<file path="src/rtl/flg_match_seq.sv">
// flg_match_seq: sparse act/wei flag matcher and compressed-buffer address sequencer.
// Latency: one cycle from word accept to first match beat, then one beat per cycle.
// Backpressure: out_rdy stalls the beat in place; in_rdy is combinational from out_rdy on the last beat.
//
// Ports:
//   clk, rst              clock, asynchronous active-high reset
//   in_clr                synchronous clear of running bases, drops the word in flight
//   in_val/in_rdy         flag word handshake (in_act_flag, in_wei_flag; bit i = channel i)
//   out_val/out_rdy       match beat handshake
//   out_chn               channel index of the match
//   out_act_addr/wei_addr absolute addresses in the compressed act/wei buffers
//   out_last              last match of the current flag word
module flg_match_seq #(
    parameter int DATA_WIDTH = 32,
    parameter int ADDR_WIDTH = 12,
    parameter int CHN_WIDTH  = $clog2(DATA_WIDTH)
) (
    input  logic                  clk,
    input  logic                  rst,
    input  logic                  in_clr,
    input  logic                  in_val,
    output logic                  in_rdy,
    input  logic [DATA_WIDTH-1:0] in_act_flag,
    input  logic [DATA_WIDTH-1:0] in_wei_flag,
    output logic                  out_val,
    input  logic                  out_rdy,
    output logic [CHN_WIDTH-1:0]  out_chn,
    output logic [ADDR_WIDTH-1:0] out_act_addr,
    output logic [ADDR_WIDTH-1:0] out_wei_addr,
    output logic                  out_last
);

    localparam int CNT_W = CHN_WIDTH + 1;

    typedef enum logic {
        IDLE = 1'b0,
        EMIT = 1'b1
    } state_t;

    state_t                state_q, state_d;
    logic [DATA_WIDTH-1:0] act_r_q, act_r_d;
    logic [DATA_WIDTH-1:0] wei_r_q, wei_r_d;
    logic [DATA_WIDTH-1:0] pend_q, pend_d;
    logic [ADDR_WIDTH-1:0] act_base_q, act_base_d;
    logic [ADDR_WIDTH-1:0] wei_base_q, wei_base_d;
    logic [ADDR_WIDTH-1:0] cur_act_base_q, cur_act_base_d;
    logic [ADDR_WIDTH-1:0] cur_wei_base_q, cur_wei_base_d;

    logic [DATA_WIDTH-1:0] low_bit;   // lowest set bit of pend, one-hot
    logic [DATA_WIDTH-1:0] below;     // channels strictly below the current match
    logic [CHN_WIDTH-1:0]  pos;
    logic                  out_hs;
    logic                  accept;

    // Popcount is sized to hold DATA_WIDTH, then resized to the address width;
    // the address sums are modulo 2^ADDR_WIDTH either way.
    function automatic logic [ADDR_WIDTH-1:0] popcnt(input logic [DATA_WIDTH-1:0] v);
        logic [CNT_W-1:0] c;
        c = '0;
        for (int i = 0; i < DATA_WIDTH; i++) begin
            c = c + CNT_W'(v[i]);
        end
        return ADDR_WIDTH'(c);
    endfunction

    // Two's-complement trick isolates the lowest set bit; minus one gives the
    // mask of lower channels. Gated so an empty pend yields an all-zero mask.
    assign low_bit = pend_q & (~pend_q + DATA_WIDTH'(1));
    assign below   = (low_bit - DATA_WIDTH'(1)) & {DATA_WIDTH{|pend_q}};

    always_comb begin
        pos = '0;
        for (int i = DATA_WIDTH - 1; i >= 0; i--) begin
            if (pend_q[i]) begin
                pos = CHN_WIDTH'(i);
            end
        end
    end

    assign out_val      = (state_q == EMIT);
    assign out_chn      = pos;
    assign out_act_addr = cur_act_base_q + popcnt(act_r_q & below);
    assign out_wei_addr = cur_wei_base_q + popcnt(wei_r_q & below);
    assign out_last     = (|pend_q) && (pend_q == low_bit);

    assign out_hs = out_val && out_rdy;
    // A new word may enter on the cycle its predecessor's last beat leaves.
    assign in_rdy = !in_clr && ((state_q == IDLE) || (out_hs && out_last));
    assign accept = in_val && in_rdy;

    always_comb begin
        state_d        = state_q;
        act_r_d        = act_r_q;
        wei_r_d        = wei_r_q;
        pend_d         = pend_q;
        act_base_d     = act_base_q;
        wei_base_d     = wei_base_q;
        cur_act_base_d = cur_act_base_q;
        cur_wei_base_d = cur_wei_base_q;

        if (in_clr) begin
            act_base_d = '0;
            wei_base_d = '0;
            pend_d     = '0;
            state_d    = IDLE;
        end else if (accept) begin
            cur_act_base_d = act_base_q;
            cur_wei_base_d = wei_base_q;
            act_base_d     = act_base_q + popcnt(in_act_flag);
            wei_base_d     = wei_base_q + popcnt(in_wei_flag);
            act_r_d        = in_act_flag;
            wei_r_d        = in_wei_flag;
            pend_d         = in_act_flag & in_wei_flag;
            // Zero-match words only advance the bases.
            state_d        = (|(in_act_flag & in_wei_flag)) ? EMIT : IDLE;
        end else if (out_hs) begin
            pend_d = pend_q & ~low_bit;
            if (out_last) begin
                state_d = IDLE;
            end
        end
    end

    always_ff @(posedge clk or posedge rst) begin
        if (rst) begin
            state_q        <= IDLE;
            act_r_q        <= '0;
            wei_r_q        <= '0;
            pend_q         <= '0;
            act_base_q     <= '0;
            wei_base_q     <= '0;
            cur_act_base_q <= '0;
            cur_wei_base_q <= '0;
        end else begin
            state_q        <= state_d;
            act_r_q        <= act_r_d;
            wei_r_q        <= wei_r_d;
            pend_q         <= pend_d;
            act_base_q     <= act_base_d;
            wei_base_q     <= wei_base_d;
            cur_act_base_q <= cur_act_base_d;
            cur_wei_base_q <= cur_wei_base_d;
        end
    end

endmodule

</file>
<file path="config.mk">
export PLATFORM = sky130hd
export DESIGN_NAME = flg_match_seq
export DESIGN_NICKNAME = d
export VERILOG_FILES = /design/src/rtl/flg_match_seq.sv
export SDC_FILE = /design/constraint.sdc
export NUM_CORES = 1
export LEC_CHECK = 0
export CORE_MARGIN = 2
export CORE_UTILIZATION = 59
export CTS_CLUSTER_SIZE = 25
export DETAILED_ROUTE_END_ITERATION = 10
export PLACE_DENSITY = 0.81
export SETUP_SLACK_MARGIN = 0.4
export SYNTH_ARGS = -nofsm -noshare
export SYNTH_HDL_FRONTEND = slang
export SYNTH_SLANG_ARGS = --single-unit
</file>
<file path="constraint.sdc">
create_clock -name clk -period 11.8 [get_ports clk]
set_input_delay 2.36 -clock clk [delete_from_list [all_inputs] [get_ports clk]]
set_output_delay 2.36 -clock clk [all_outputs]
set_load 0.01 [all_outputs]
</file>
## After elaboration in Yosys (flattened, before gate mapping)

Cells that the tools add are included.

- Register bits after elaboration: 145
- Input bits: 69
- Output and inout port bits: 32
- Logic and storage cells: 207

- Add/sub/neg operators: 130
- Equal/unequal tests: 1
- Muxes and demuxes: 44
- Bitwise operators: 10
- Reductions and logical operators: 14

Operators with widths:

| cell | count |
|---|---|
| adder 6 x 1 -> 6 bit | 104 |
| AND 32 bit | 6 |
| 2-to-1 mux 5 bit | 32 |
| 2-to-1 mux 32 bit | 3 |
| inverter 32 bit | 2 |
| OR reduction 32 bit | 2 |
| adder 12 x 6 -> 12 bit | 4 |
| 2-to-1 mux 12 bit | 4 |
| adder 32 x 1 -> 32 bit (second input constant) | 1 |
| == test 32 bit | 1 |
| subtractor 32 x 1 -> 32 bit (second input constant) | 1 |
| adder 5 x 1 -> 6 bit | 4 |
| adder 4 x 1 -> 5 bit | 4 |
| adder 3 x 1 -> 4 bit | 4 |
| adder 2 x 1 -> 3 bit | 4 |
| adder 1 x 1 -> 2 bit | 4 |
| nonzero test 3 bit | 2 |
| logical AND 1 bit | 5 |
| 2-to-1 mux 1 bit | 5 |
| AND reduction 2 bit | 2 |
| inverter 1 bit | 2 |
| nonzero test 2 bit | 1 |
| logical NOT 1 bit | 1 |
| logical OR 1 bit | 1 |

## Depth between registers and ports, before layout

- Depth in word-level cells: 38
- Gate-level depth with buffers: 28
- Gate-level depth less buffers: 27

## Worst setup path after synthesis

OpenSTA, ideal clock, no wires.

- Path kind: register to output
- From: reg pend_q[1]
- To: out out_act_addr[11]
- Data arrival time: 6995 ps
- Data required time: 9440 ps
- Path slack: 2445 ps
- Stages on the path, launching flop included: 27
- Path buffers: 2
- Cell sequence: dfrtp_1 > buf_4 > nor4_4 > nand4_4 > clkbuf_1 > a21oi_1 > and2_1 > nand3_1 > fa_1 > fa_1 > inv_1 > fa_1 > inv_1 > fa_1 > fa_1 > inv_1 > fa_1 > inv_1 > fa_1 > nor2b_1 > o21ai_0 > a21boi_0 > o21ai_0 > a21boi_0 > o21ai_0 > a21oi_1 > xor2_1

- Cells in the longest elaborated chain, start to end: 38
- Elaborated cells on any way between the ends: 39
- Classes of those cells: add/sub: 34; bitwise: 4; reduce/logical: 1

RTL lines:

| element | RTL line | text |
|---|---|---|
| from (decl) | 43 | `logic [DATA_WIDTH-1:0] pend_q, pend_d;` |
| from (signal assigned) | 138 | `pend_q <= pend_d;` |
| inverter 32 bit | 68 | `assign low_bit = pend_q & (~pend_q + DATA_WIDTH'(1));` |
| adder 32 x 1 -> 32 bit | 68 |  |
| AND 32 bit | 68 |  |
| subtractor 32 x 1 -> 32 bit | 69 | `assign below = (low_bit - DATA_WIDTH'(1)) & {DATA_WIDTH{\|pend_q}};` |
| AND 32 bit * | 69 |  |
| AND 32 bit * | 82 | `assign out_act_addr = cur_act_base_q + popcnt(act_r_q & below);` |
| adder 1 x 1 -> 2 bit | 61 | `c = c + CNT_W'(v[i]);` |
| adder 2 x 1 -> 3 bit | 61 |  |
| adder 3 x 1 -> 4 bit | 61 |  |
| adder 4 x 1 -> 5 bit | 61 |  |
| adder 5 x 1 -> 6 bit | 61 |  |
| adder 6 x 1 -> 6 bit (25 in a row) | 61 |  |
| adder 6 x 1 -> 6 bit * | 61 |  |
| adder 12 x 6 -> 12 bit * | 82 |  |
| to (decl) | 28 | `output logic [ADDR_WIDTH-1:0] out_act_addr,` |

Every way passes the cells marked *; elsewhere a longest branch is shown, timed or not.

## Worst setup path after layout

- From: reg pend_q[2]
- To: out out_act_addr[11]

- Cells in the longest elaborated chain, start to end: 37
- Elaborated cells on any way between the ends: 39
- Classes of those cells: add/sub: 34; bitwise: 4; reduce/logical: 1

RTL lines:

| element | RTL line |
|---|---|
| inverter 32 bit | 68 |
| adder 32 x 1 -> 32 bit | 68 |
| AND 32 bit | 68 |
| subtractor 32 x 1 -> 32 bit | 69 |
| AND 32 bit * | 69 |
| AND 32 bit * | 82 |
| adder 2 x 1 -> 3 bit | 61 |
| adder 3 x 1 -> 4 bit | 61 |
| adder 4 x 1 -> 5 bit | 61 |
| adder 5 x 1 -> 6 bit | 61 |
| adder 6 x 1 -> 6 bit (25 in a row) | 61 |
| adder 6 x 1 -> 6 bit * | 61 |
| adder 12 x 6 -> 12 bit * | 82 |

Marked as above.

==> impl_metrics.py <==
metrics = {
    "worst_setup_path": {
        "end_kind": "output port",
        "r2r_start": "act_base_q[0]$_DFFE_PP0P_",
        "critical_path.max_stage_delay_ns": 0.55,
        "slowest_stage": "clkdlybuf4s50_1",
        "r2r_cells": 16,
        "crit_type": "reg2out",
        "r2r_end": "act_base_q[10]$_DFFE_PP0P_",
        "r2r_slack_ns": 6.18,
        "crit_arrival_ns": 8.52,
        "cp-start-kind": "flop",
        "crit_fanout": 19,
        "crit_family": "adder cells",
        "crit_required_ns": 9.44,
        "path_buf_inv": 5,
        "path_common_cell": "fa_1",
    },
    "clock_tree": {
        "clk_pin_slew_ns": 0.07,
        "numCtsBuffers": 17,
        "cts_htree_levels": 4,
        "clk_latency_ns": 0.44,
        "numClockSinks": 143,
        "tritoncts": "done",
        "root_buffer": "clkbuf_16",
        "clock_path_buffers": 2,
    },
    "global_routing": {
        "grtUsageTotal_pct": 38.3,
        "grt_start_max_net_pins": 101,
        "grt-ovfl-total": 0,
        "grt_pass1_vias": 9668,
        "antenna_found_initial": 3,
        "grt_pass1_wl_um": 56500,
    },
    "hold_path": {
        "hold_path_depth": 2,
        "hold_path_end": "wei_r_q[15]$_DFFE_PP0P_",
        "min_from": "wei_r_q[15]$_DFFE_PP0P_",
        "hp-class": "reg2reg",
    },
    "yosys": {
        "yosysWarnings": 0,
        "async_flop_share_pct": 100,
        "synth_seq_area_share_pct": 31.8,
        "ys_seq_elements": 143,
        "syn_inst": 1247,
        "syn_avg_cell_area_sq_um": 9.03,
        "synth-main-ff-cell": "dfrtp_1",
        "synth_nets": 1480,
        "yosysUniqueCellTypes": 72,
        "netlist_area_sq_um": 11300,
        "synth_edf_count": 0,
    },
    "finish": {
        "final_layout_size_suffix_gt1_share_pct": 5.69,
        "filler_cell_count": 1491,
        "utilization_pct": 69.8,
        "area_growth_pct": 15.9,
        "finalNetCount": 1557,
        "antennaDiodeCount": 0,
    },
    "routing": {
        "drtPass1Iterations": 5,
        "vias": 9777,
        "vias_per_cell": 6.23,
        "wirelength_um": 36700,
        "post_drt_wl_per_cell_um": 23.4,
        "drt_iter0_drc": 1115,
        "drc": 0,
        "final_antenna_net_count": 0,
    },
    "timing": {
        "fin_crit_sh_pct": 92.2,
        "slew_headroom_pct": 24.5,
        "slew_violations": 0,
        "setup_ws_ns": 0.924,
        "worstMarginPinSlew_ns": 1.13,
        "max_freq_mhz": 91.9,
        "finalSetupViolCount": 0,
        "rsz0062_at_grt": "no",
        "period_needed_ns": 10.88,
        "fin_tns_setup_ns": 0,
        "hold_violations": 0,
        "finClkSkew_ns": 0.0119,
    },
    "placed_design": {
        "dp_hpwl_um": 28500,
        "gp_congestion": 0.961,
        "port-buffer-count": 100,
        "pre_cts_ws_ns": 1.15,
    },
    "die": {
        "top_level_ports": 101,
        "fp.dieW_um": 142,
        "start_util_pct": 60.2,
        "rows": 50,
        "core_area_sq_um": 18700,
        "die_h_um": 142,
        "dieArea_sq_um": 20200,
    },
    "status": {
        "status": "complete, no violations",
    },
    "flow_run": {
        "drv_cap": 0,
    },
}
==> sequential cells by signal (all words and copies together) (netlist names) <==
name            flops
pend_q             32
act_r_q            31
wei_r_q            31
act_base_q         12
cur_act_base_q     12
cur_wei_base_q     12
wei_base_q         12
out_val             1
==> cell type report <==
| type | instances | area [sq um] | share of cell area [%] |
|---|---|---|---|
| clock buffers | 19 | 453 | 3.47 |
| clock inverters | 12 | 149 | 1.14 |
| inverters | 143 | 542 | 4.15 |
| multi-input cells | 903 | 6910 | 53.0 |
| flip-flops and latches | 143 | 3580 | 27.4 |
| well taps | 234 | 293 | 2.24 |
| repair buffers | 116 | 1120 | 8.59 |
==> worst register-to-register path, stage by stage (launching register included) <==
cell and delay, ns:
dfrtp_1 0.35, inv_1 0.07, fa_1 0.63, fa_1 0.48, fa_1 0.51, fa_1 0.59, fa_1 0.46, fa_1 0.44
fa_1 0.43, nor2b_1 0.14, o21ai_0 0.10, a21boi_0 0.28, o21ai_0 0.13, nand2b_1 0.14, a21oi_1 0.15, or4_1 0.50
a21oi_1 0.17
==> cells in the final DEF (no fill, tap or decap), types with 6 or more instances in the layout <==
| cell | count |
|---|---|
| or4_1 | 6 |
| buf_4 | 16 |
| a22oi_1 | 8 |
| nand2_1 | 264 |
| nand3b_1 | 6 |
| a32o_1 | 7 |
| o31ai_1 | 14 |
| nand2b_1 | 8 |
| nand3_1 | 44 |
| o21ai_0 | 72 |
| nor2b_1 | 8 |
| ha_1 | 60 |
| xor2_1 | 10 |
| clkbuf_16 | 17 |
| and2_1 | 17 |
| inv_6 | 7 |
| nand4_1 | 14 |
| clkdlybuf4s50_1 | 100 |
| nor2_1 | 51 |
| and3_1 | 19 |
| dfrtp_1 | 143 |
| inv_1 | 141 |
| a211o_1 | 6 |
| a21boi_0 | 7 |
| xnor2_1 | 15 |
| a31oi_1 | 11 |
| nor3_1 | 17 |
| nor4_1 | 8 |
| a21oi_1 | 37 |
| a31o_2 | 9 |
| fa_1 | 104 |
==> stage by stage <==
step                      hold WS (ns)  cell area, sq um  std cells
after floorplan                  0.437             11300       1247
after global placement           0.451             12400       1534
after detailed placement         0.456             12400       1534
after CTS                        0.473             13000       1565
after global routing             0.493             13000       1570
final                            0.473             13000       1570
==> worst max path at each step <==
stage | startpoint | to | slack [ns] | cells after the start
detailed placement | pend_q[0]$_DFFE_PP0P_ | out_wei_addr[10] | 1.15 | 26
floorplan | pend_q[1]$_DFFE_PP0P_ | out_act_addr[11] | 2.44 | 26
finish | pend_q[2]$_DFFE_PP0P_ | out_act_addr[11] | 0.92 | 25
global placement | pend_q[0]$_DFFE_PP0P_ | out_act_addr[11] | 1.36 | 24
CTS | pend_q[0]$_DFFE_PP0P_ | out_wei_addr[10] | 0.65 | 26
global route | pend_q[9]$_DFFE_PP0P_ | out_act_addr[9] | 0.45 | 26
==> repair_timing <==
item	in CTS	in global routing
hold buffers	0	0
buffers inserted	0	5
endpoints found under the setup margin	0	10
resized for setup	0	2
==> synth_stat cells, types with 8 or more instances <==
cell	count	area (sq um)
nand2_1	264	991
dfrtp_1	143	3580
inv_1	142	533
fa_1	104	2080
o21ai_0	72	360
ha_1	60	751
nor2_1	52	195
nand3_1	44	220
a21oi_1	37	185
clkbuf_1	26	97.6
buf_2	24	120
and3_1	19	119
and2_1	17	106
nor3_1	17	85.1
xnor2_1	15	131
nand4_1	14	87.6
o31ai_1	14	105
a31oi_1	11	68.8
xor2_1	10	87.6
a31o_2	9	78.8
a22oi_1	8	60.1
nand2b_1	8	50.1
nor2b_1	8	50.1
nor4_1	8	50.1
==> cells by family after synthesis <==
| family | after synthesis | share of synthesized area (%) |
|---|---|---|
| AND/OR/NAND/NOR | 485 | 20.4 |
| AO/OA/AOI/OAI | 226 | 13.6 |
| buffers and inverters | 201 | 7.01 |
| adder cells (fa/ha/maj) | 165 | 25.3 |
| flip-flops | 143 | 31.8 |
| XOR/XNOR | 25 | 1.95 |
| other | 2 | 0.0667 |
==> per-layer routing <==
layer  track usage (%)  wire [um]  vias to the layer above
li1                  -          -                     4353
met4              12.9       1210                        4
met1              56.9      15600                     4800
met3              12.9       4250                       78
met2              52.5      15600                      542
met5                 0         27                        -
Power is not shown: default switching activity piles up to over one toggle a cycle in this logic, so the estimate is an artifact.
